File: src/rtl/seq_pkg.sv
`default_nettype none
// +----------------------------------------------------------------------+
// | seq_pkg : state encoding and branch constants for seq_fsm  Rev 1.0   |
// +----------------------------------------------------------------------+
package seq_pkg;

  typedef enum logic [3:0] {
    S0  = 4'd0,
    S1  = 4'd1,
    S2  = 4'd2,
    S3  = 4'd3,
    S4  = 4'd4,
    S5  = 4'd5,
    S6  = 4'd6,
    S7  = 4'd7,
    S8  = 4'd8,
    S9  = 4'd9,
    S10 = 4'd10
  } state_t;

  localparam state_t S_RECOVER = S4;
  localparam int     S_LAST    = 10;

  // Branch targets out of S8, indexed by sel
  localparam logic [1:0] SEL_S2  = 2'd0;
  localparam logic [1:0] SEL_S4  = 2'd1;
  localparam logic [1:0] SEL_S10 = 2'd2;
  localparam logic [1:0] SEL_S9  = 2'd3;

endpackage
`default_nettype wire

File: src/rtl/seq_wrap_cnt.sv
`default_nettype none
// +----------------------------------------------------------------------+
// | seq_wrap_cnt : free-running wrap counter with increment    Rev 1.0   |
// +----------------------------------------------------------------------+
module seq_wrap_cnt #(
  parameter int CNT_W = 8
) (
  input  logic             clk,
  input  logic             rst,
  input  logic             inc,
  output logic [CNT_W-1:0] count
);

  always_ff @(posedge clk) begin
    if (rst) begin
      count <= '0;
    end else if (inc) begin
      count <= count + CNT_W'(1);
    end
  end

endmodule
`default_nettype wire

File: src/rtl/seq_fsm.sv
`default_nettype none
// +----------------------------------------------------------------------+
// | seq_fsm : 11-state sequence generator with force/illegal   Rev 1.0   |
// +----------------------------------------------------------------------+
module seq_fsm
  import seq_pkg::*;
#(
  parameter int STATE_W = 4,
  parameter int CNT_W   = 8
) (
  input  logic               clk,
  input  logic               rst,
  input  logic               go,
  input  logic [1:0]         sel,
  input  logic               force_en,
  input  logic [STATE_W-1:0] force_val,
  output logic [STATE_W-1:0] state,
  output logic [STATE_W-1:0] old_state,
  output logic [CNT_W-1:0]   wrap_cnt,
  output logic               illegal
);

  logic [STATE_W-1:0] nxt;
  logic               wrap_inc;

  always_ff @(posedge clk) begin
    if (rst) begin
      state     <= '0;
      old_state <= '0;
    end else begin
      old_state <= state;
      state     <= force_en ? force_val : nxt;
    end
  end

  // Any value above S_LAST, including nonzero bits above bit 3, recovers
  always_comb begin
    nxt = STATE_W'(S_RECOVER);
    if (state <= STATE_W'(S_LAST)) begin
      unique case (state_t'(state[3:0]))
        S0:  nxt = STATE_W'(S1);
        S1:  nxt = go ? STATE_W'(S4) : STATE_W'(S2);
        S2:  nxt = STATE_W'(S3);
        S3:  nxt = go ? STATE_W'(S1) : STATE_W'(S5);
        S4:  nxt = STATE_W'(S5);
        S5:  nxt = go ? STATE_W'(S1) : STATE_W'(S6);
        S6:  nxt = STATE_W'(S7);
        S7:  nxt = go ? STATE_W'(S8) : STATE_W'(S0);
        S8: begin
          case (sel)
            SEL_S2:  nxt = STATE_W'(S2);
            SEL_S4:  nxt = STATE_W'(S4);
            SEL_S10: nxt = STATE_W'(S10);
            SEL_S9:  nxt = STATE_W'(S9);
            default: nxt = STATE_W'(S_RECOVER);
          endcase
        end
        S9:  nxt = go ? STATE_W'(S0) : STATE_W'(S8);
        S10: nxt = STATE_W'(S0);
        default: nxt = STATE_W'(S_RECOVER);
      endcase
    end
  end

  // Only 7, 9 and 10 lead to S0 through nxt, so this excludes reset and force
  assign wrap_inc = !force_en && (nxt == '0);

  seq_wrap_cnt #(
    .CNT_W (CNT_W)
  ) u_wrap_cnt (
    .clk   (clk),
    .rst   (rst),
    .inc   (wrap_inc),
    .count (wrap_cnt)
  );

  always_ff @(posedge clk) begin
    if (rst) begin
      illegal <= 1'b0;
    end else if (state > STATE_W'(S_LAST)) begin
      illegal <= 1'b1;
    end
  end

endmodule
`default_nettype wire

File: config.mk
export PLATFORM = sky130hd
export DESIGN_NAME = seq_fsm
export DESIGN_NICKNAME = d
export VERILOG_FILES = /design/src/rtl/seq_pkg.sv /design/src/rtl/seq_wrap_cnt.sv /design/src/rtl/seq_fsm.sv
export SDC_FILE = /design/constraint.sdc
export NUM_CORES = 1
export LEC_CHECK = 0
export BUFFER_PORTS_ARGS = -buffer_cell sky130_fd_sc_hd__buf_2
export CAP_MARGIN = 20
export CORE_UTILIZATION = 45
export DETAILED_ROUTE_END_ITERATION = 10
export HOLD_SLACK_MARGIN = 0.08
export PLACE_DENSITY = 0.81
export SKIP_LAST_GASP = 1
export SYNTH_ARGS = -nofsm -noshare
export SYNTH_HDL_FRONTEND = slang
export SYNTH_SLANG_ARGS = --single-unit
File: constraint.sdc
create_clock -name clk -period 2.4 [get_ports clk]
set_input_delay 0 -clock clk [delete_from_list [all_inputs] [get_ports clk]]
set_output_delay 0 -clock clk [all_outputs]
set_load 0.05 [all_outputs]
==> qor.yml <==
yosys:
  ys_warn_count: 0
  syn_inst: 99
  synth_common_cells: "17 x dfxtp_1, 8 x nor2_1, 7 x a21oi_1, 7 x o31ai_1"
  synthTopCellsByArea: "dfxtp_1 37%, o31ai_1 5.7%, buf_6 4.9%"
  yosysSeqAreaShare_pct: 37.0
  synth_top_area_share_pct: 37.0
  synth.most_common_cell: "dfxtp_1"
  synth_nets: 110
  synth-edff-count: 0
  synth_cell_type_count: 34
  synthesis.area_sq_um: 921
  ys_ff_latch: 17
  synthArstFlopShare_pct: 0
  syn-mean-instance-area_sq_um: 9.30
  synth_ff_type: "dfxtp_1"
  synth_top_area_cell: "dfxtp_1"
clocking:
  cts_buffer_depth: 2
  cts_root_buf: "clkbuf_4"
  cts_buffers: 3
  numClockSinks: 17
  clk_pin_slew_ns: 0.10
  insertion_delay_ns: 0.29
  post-cts-setup-buffers: 0
  cts_resized: 0
  cts-hold-fix-buffers: 7
  cts_tree: "built"
  htree_levels: 1
pwr:
  powerDensity_mw_per_mm2: 552
  ir_drop_mv: 0.302
  p_leak_nw: 0.470
sta:
  hold_viol: 0
  setup_violations: 0
  fin_skew_ns: 0.00101
  grt_setup_unrepaired: "false"
  tns_ns: 0
  slew_headroom_pct: 72.2
  hold_ws_ns: 0.100
  layout_min_cycle_time_ns: 2.22
  max_freq_mhz: 451
  period_share_pct: 92.4
  maxSlewViolCount: 0
  worstMarginPinSlew_ns: 0.417
grt:
  antenna_found_initial: 0
  grt_usage_pct: 20.7
  first_global_vias: 701
  grt_max_degree: 20
  grt_pass1_wl_um: 3170
  overflow: 0
worst_setup_path:
  worstPathMaxFanout: 14
  worstSetupPathType: "reg -> reg"
  critPathArrivalTime_ns: 2.40
  crit_required_ns: 2.58
  worstSetupEndpoint: "state[2]$_SDFF_PP0_"
  r2r_end: "state[2]$_SDFF_PP0_"
  r2r-start: "state[1]$_SDFF_PP0_"
  crit_path_cell_trace: "nor2_1, a221oi_1, o221ai_1, buf_4, mux2i_1, dlygate4sd3_1, nor2_1"
  crit_path_end_kind: "flop"
  r2r_slack_ns: 0.18
  cp-start-kind: "flop"
  crit_top_cell: "nor2_1"
  reg2regPathDepth: 7
  cp-startpoint: "state[1]$_SDFF_PP0_"
  max_stage_delay_ns: 0.59
  critPathSlowestCell: "dfxtp_1"
floorplan:
  coreArea_sq_mm: 0.00182
  io-pin-count: 27
  die_area_sq_mm: 0.00223
  row_count: 15
  fp.dieH_um: 47.2
  start_util_pct: 50.6
  die_x_um: 47.2
placed_design:
  dp_cells: 142
  dp_hpwl_um: 1390
  place.gp.congestion: 0.906
  port_buffers: 26
detailed_routing:
  drc_errors: 0
  drt_iter0_markers: 9
  via_per_inst: 5.44
  drt-total-wl_um: 2020
  postRouteAntennaNets: 0
  num_vias: 833
  firstDrtPassIters: 4
  wire_per_inst_um: 13.2
run:
  cap_violations: 0
finish:
  synthToLayoutAreaGrowth_pct: 21.6
  nFillCells: 161
  layout.nets: 140
  drive_gt1_share_pct: 26.6
  stdcell_count: 153
  antenna_cells: 0
outcome:
  status: "finished clean"
min_path:
  hold_path_class: "in -> reg"
==> power by group <==
part / leakage, nW / internal (W) / switching, W / total, W
combinational: 0.316 / 0.0000577 / 0.0000894 / 0.000147
clock: 0.0150 / 0.0000647 / 0.0000930 / 0.000158
sequential: 0.139 / 0.000293 / 0.0000204 / 0.000314
total: 0.470 / 0.000416 / 0.000203 / 0.000619
==> metal layers <==
metal / GRT usage [%] / part of all wire, %
met2: 31.8 / 49
met5: 0 / 0
met3: 3.46 / 2.4
met1: 28.0 / 47
met4: 10.3 / 2.0
==> how the worst min path moves through the flow <==
stage	start	endpoint	slack [ns]	depth (start not counted)
after floorplan	force_val[1]	state[1]$_SDFF_PP0_	0.15	2
after global placement	force_val[2]	state[2]$_SDFF_PP0_	0.24	3
after detailed placement	force_val[2]	state[2]$_SDFF_PP0_	0.24	3
after CTS	force_en	state[1]$_SDFF_PP0_	0.1	3
after global routing	force_en	state[1]$_SDFF_PP0_	0.12	3
final	force_en	state[1]$_SDFF_PP0_	0.1	3
==> sequential cells by signal (all words and copies together) (netlist names) <==
signal	flops
state	4
illegal	1
old_state	4
u_wrap_cnt.count	8
==> through the flow <==
step                setup WS, ns  util, %  power (W)  cell area (sq um)
floorplan                 0.0833        -   0.000433                921
global route             0.00667     61.5   0.000647               1120
global placement           0.442     56.2   0.000452               1020
CTS                        0.229     61.5   0.000620               1120
finish                     0.183     61.5   0.000619               1120
detailed placement         0.371     56.2   0.000455               1020
==> layout make-up <==
type,instances,area [sq um],area share [%]
well taps,25,31.3,2.79
inverters,4,15.0,1.34
flip-flops and latches,17,340,30.4
clock buffers,4,26.3,2.35
repair buffers,34,208,18.5
multi-input cells,69,499,44.6
==> logic make-up (layout without fill, tap and decap cells) <==
logic type      Yosys count  in the layout  synth area share (%)
compound gates           22             22                  17.1
mux                       4              4                  4.48
buf+inv                  13             42                  8.83
fa+ha+maj                 1              1                  1.36
flops                    17             17                  37.0
simple gates             42             42                  31.3
==> worst max-delay path, delay by kind of cell, from the launching register on <==
kind	cells	cell delay, ns
AO/OA/AOI/OAI	2	0.48
buffers and inverters	2	0.78
multiplexers	1	0.14
AND/OR/NAND/NOR	2	0.12
flip-flops	1	0.59
==> cells in the final DEF, fill, tap and decap left out, types with 2 or more instances in the layout <==
| cell | count |
|---|---|
| buf_2 | 26 |
| dfxtp_1 | 17 |
| nor2_1 | 8 |
| o31ai_1 | 7 |
| a21oi_1 | 7 |
| dlygate4sd3_1 | 7 |
| nor2b_1 | 6 |
| or4_1 | 6 |
| inv_1 | 4 |
| nand4_1 | 4 |
| nor3b_1 | 3 |
| mux2i_1 | 3 |
| nand2_1 | 3 |
| clkbuf_4 | 3 |
| a221oi_1 | 2 |
| nand2b_1 | 2 |
(Power assumes the default switching activity.)
